File: src/rtl/serial_adder.sv
// rtl/serial_adder.sv - digit-serial WIDTH-bit adder with start/busy/done handshake (optional SERIAL_ADDER_SUB_EN)
module serial_adder #(
    parameter int WIDTH = 8,
    parameter int DIGIT = 1
) (
    input  logic             clk,
    input  logic             reset,
    input  logic             start,
    input  logic [WIDTH-1:0] a,
    input  logic [WIDTH-1:0] b,
    input  logic             cin,
`ifdef SERIAL_ADDER_SUB_EN
    input  logic             sub,
`endif
    output logic             busy,
    output logic             done,
    output logic [WIDTH-1:0] sum,
    output logic             cout
);

    localparam int N  = WIDTH / DIGIT;
    localparam int CW = (N > 1) ? $clog2(N) : 1;
    localparam logic [CW-1:0] LAST = CW'(N - 1);

    localparam logic [1:0] IDLE = 2'd0;
    localparam logic [1:0] BUSY = 2'd1;
    localparam logic [1:0] DONE = 2'd2;

    generate
        if (WIDTH % DIGIT != 0) begin : g_bad_digit
            $error("serial_adder: WIDTH must be a multiple of DIGIT");
        end
    endgenerate

    logic [1:0]       state;
    logic [CW-1:0]    cnt;
    logic [WIDTH-1:0] a_sh;
    logic [WIDTH-1:0] b_sh;
    logic [WIDTH-1:0] res;
    logic             carry;
    logic [WIDTH-1:0] sum_q;
    logic             cout_q;

    logic [WIDTH-1:0] b_eff;
    logic             cin_eff;
    logic [DIGIT:0]   dsum;
    logic [WIDTH-1:0] res_next;

    // Subtraction is addition of the inverted B with the inverted carry-in.
`ifdef SERIAL_ADDER_SUB_EN
    assign b_eff   = b ^ {WIDTH{sub}};
    assign cin_eff = cin ^ sub;
`else
    assign b_eff   = b;
    assign cin_eff = cin;
`endif

    // One digit slice of the add, and the result register with the new digit entering at the top.
    always_comb begin
        dsum     = {1'b0, a_sh[DIGIT-1:0]} + {1'b0, b_sh[DIGIT-1:0]} + {{DIGIT{1'b0}}, carry};
        res_next = (res >> DIGIT) | (WIDTH'(dsum[DIGIT-1:0]) << (WIDTH - DIGIT));
    end

    // Handshake FSM and digit datapath; sum/cout load only on the final digit.
    always_ff @(posedge clk) begin
        if (reset) begin
            state  <= IDLE;
            cnt    <= '0;
            a_sh   <= '0;
            b_sh   <= '0;
            res    <= '0;
            carry  <= 1'b0;
            sum_q  <= '0;
            cout_q <= 1'b0;
        end else begin
            case (state)
                IDLE, DONE: begin
                    if (start) begin
                        a_sh  <= a;
                        b_sh  <= b_eff;
                        carry <= cin_eff;
                        res   <= '0;
                        cnt   <= '0;
                        state <= BUSY;
                    end else begin
                        state <= IDLE;
                    end
                end
                BUSY: begin
                    a_sh  <= a_sh >> DIGIT;
                    b_sh  <= b_sh >> DIGIT;
                    carry <= dsum[DIGIT];
                    res   <= res_next;
                    if (cnt == LAST) begin
                        sum_q  <= res_next;
                        cout_q <= dsum[DIGIT];
                        state  <= DONE;
                    end else begin
                        cnt <= cnt + 1'b1;
                    end
                end
                default: state <= IDLE;
            endcase
        end
    end

    assign busy = (state == BUSY);
    assign done = (state == DONE);
    assign sum  = sum_q;
    assign cout = cout_q;

endmodule

File: config.mk
export PLATFORM = sky130hd
export DESIGN_NAME = serial_adder
export DESIGN_NICKNAME = d
export VERILOG_FILES = /design/src/rtl/serial_adder.sv
export SDC_FILE = /design/constraint.sdc
export NUM_CORES = 1
export LEC_CHECK = 0
export BUFFER_PORTS_ARGS = -buffer_cell sky130_fd_sc_hd__buf_4
export CORE_UTILIZATION = 40
export CTS_BUF_LIST = sky130_fd_sc_hd__clkbuf_2
export DETAILED_ROUTE_END_ITERATION = 8
export SKIP_CTS_REPAIR_TIMING = 1
export SLEW_MARGIN = 10
export SYNTH_ARGS = -nofsm -noshare
export SYNTH_HDL_FRONTEND = slang
export SYNTH_SLANG_ARGS = --single-unit
File: constraint.sdc
create_clock -name clk -period 3.6 [get_ports clk]
set_input_delay 0.54 -clock clk [delete_from_list [all_inputs] [get_ports clk]]
set_output_delay 0.54 -clock clk [all_outputs]
set_load 0.01 [all_outputs]
==> impl_metrics.csv <==
group,metric,value,unit
cells_and_area,drive_gt1_frac,0.211,
pwr,p_leak,0.000706,uW
setup_path,crit_start,"state[1]",
placed_design,port_buffers,30,
sta,setup_tns,0,ps
cells_and_area,syn2layout_area_growth,15.7,%
setup_path,crit_type,"reg -> out",
route,first_pass_iters,4,
cells_and_area,nets,235,
cts,clk_latency,390,ps
floorplanning,top_level_ports,31,
placed_design,hpwlAfterDp,2100,um
setup_path,critical_path.slowest_cell,"clkinv_1",
sta,fin_ws,1010,ps
logic_synthesis,synth_top_cell_by_area,"dfxtp_1",
logic_synthesis,synth_top_area_frac,0.480,
floorplanning,rows,22,
floorplanning,die_x,65.0,um
setup_path,worst-path-buf-inv,3,
logic_synthesis,ys_seq_area_frac,0.480,
logic_synthesis,yosys_warnings,0,
setup_path,path_cells,"nand2b_1 > buf_4 > clkinv_1 > buf_4",
logic_synthesis,syn_inst,189,
setup_path,reg2reg_depth,3,
logic_synthesis,synth.distinct_cells,20,
route,routed_wl,3210,um
global_route,antenna_found_initial,0,
logic_synthesis,synth_enable_flop_cells,0,
floorplanning,core_area,0.00374,mm2
pwr,finalPower,743,uW
setup_path,cp_slowest_stage_delay,470,ps
cells_and_area,n_antenna_cell,0,
flow_run,drv_cap,0,
worst_hold_path,hold_end,"b_sh[7]",
worst_hold_path,hp-class,"in -> reg",
setup_path,cpMostUsedCell,"buf_4",
route,vias,1366,
route,wire_per_inst,12.3,um
setup_path,crit_family,"buffers and inverters",
cts,cts_buffer_depth,2,
sta,drv_slew,0,
sta,period_share,0.719,
route,post-route-drc-count,0,
sta,relSlewSlack,0.278,
cts,root_buffer,"clkbuf_2",
floorplanning,die-height,65.0,um
logic_synthesis,ys_async_sr_fraction,0,
worst_hold_path,min_path_cells,3,
outcome,status,"finished, final reports clean",
cts,cts.clk_slew.worst_paths,180,ps
route,drt-initial-drc-count,59,
logic_synthesis,synth_commonest_cells,"nand2_1, dfxtp_1, a21oi_1, nand3_1, nor2_1",
pwr,ir_worst_vdd,0.207,mV
setup_path,timing.rr.start,"state[0]",
sta,finClkSkew,17.0,ps
placed_design,post-place-ws,1450,ps
pwr,p_per_area,405,mW/mm2
cts,cts_tree,"done",
setup_path,rr_endpoint,"a_sh[2]",
sta,rsz0062_at_grt,"false",
sta,max_freq,0.386,GHz
global_route,grt_usage,0.168,
cts,cts.htree.levels,2,
worst_hold_path,worstHoldStart,"b[7]",
floorplanning,initial_utilization,0.423,
cts,numCtsBuffers,5,
logic_synthesis,synthFlopType,"dfxtp_1",
logic_synthesis,synth.area.top_cells,"dfxtp_1, nand2_1, a21oi_1",
placed_design,routabilityCongestion,0.730,
setup_path,critPathCaptureType,"output port",
global_route,grt_pass1_wl,5420,um
setup_path,crit_arrival,2050,ps
global_route,grt_max_degree,41,
cts,cts_sinks,38,
route,drt.antenna.violating_nets,0,
setup_path,startpoint_type,"flip-flop",
logic_synthesis,ys_ff_latch,38,
global_route,overflow,0,
logic_synthesis,syn_nets,212,
sta,setup_viol_count_final,0,
floorplanning,die_area,0.00422,mm2
logic_synthesis,syn_area,0.00159,mm2
setup_path,cp_max_fo,40,
sta,worst-slew-pin-transition,1080,ps
logic_synthesis,syn_avg_cell_area,8.39,um2
setup_path,cp.required,3060,ps
route,vias_per_cell,5.23,
sta,fin_crit,2590,ps
sta,hold_viol,0,
logic_synthesis,yosysMostFrequentCell,"nand2_1",
setup_path,r2r_setup_slack,1790,ps
global_route,grt_pass1_vias,1335,
[per-stage QoR]
stage / cells / utilization / hold slack, ps / instance area, um2
global route: 261 / 0.490 / 354 / 1830
global placement: 253 / 0.480 / 443 / 1800
floorplan: 189 / - / 444 / 1590
detailed placement: 253 / 0.480 / 450 / 1800
finish: 261 / 0.490 / 383 / 1830
CTS: 261 / 0.490 / 357 / 1830
[report_power, final]
group	leakage [uW]	switching [uW]	internal, uW
logic	0.000365	60.4	42.0
registers	0.000310	12.9	442
clock network	0.0000304	137	47.8
[sequential cells by signal (all words and copies together), names as in the netlist]
signal,cells
cnt,3
sum,8
b_sh,8
a_sh,8
cout,1
res,7
state,2
carry,1
[final cells by class]
type / instances / area (um2)
fillers: 399 / 1910
inverters: 1 / 3.75
well taps: 48 / 60.1
clock inverters: 2 / 8.76
repair buffers: 31 / 233
multi-input cells: 135 / 738
clock buffers: 6 / 30.0
flip-flops and latches: 38 / 761
[cells in the final DEF, fill, tap and decap left out, drive strengths merged]
cell type,n
clkbuf,6
dfxtp,38
nor3b,1
nand2b,3
ha,2
buf,31
nor2b,2
nand3,21
fa,1
a311oi,15
a21oi,22
or3b,1
nor2,16
nand3b,1
clkinv,3
nand2,50
[how the worst max path moves through the flow]
stage | cells past startpoint | slack, ps | endpoint
final | 4 | 1010 | busy
after global routing | 4 | 830 | busy
after CTS | 4 | 1000 | busy
after detailed placement | 4 | 1450 | busy
after global placement | 4 | 1510 | busy
after floorplan | 3 | 2210 | busy
[per-layer routing]
layer,routed length [um],GRT usage
met4,31,0.0750
met2,1550,0.280
met1,1480,0.190
met5,0,0
met3,142,0.0599
[tightest hold or removal path, stage by stage]
cell and delay (ps):
buf_4 110, nand2_1 40, a21oi_1 50
[cells by family (layout without fill, tap and decap cells)]
group / after synthesis / count (layout) / share of synthesized area
AOI/OAI and AO/OA: 37 / 37 / 0.180
adders and majority gates: 3 / 3 / 0.0284
buffers and inverters: 16 / 40 / 0.0545
DFF: 38 / 38 / 0.480
and+or+nand+nor: 95 / 95 / 0.257
Note: power is estimated with default switching activity, not from simulation.
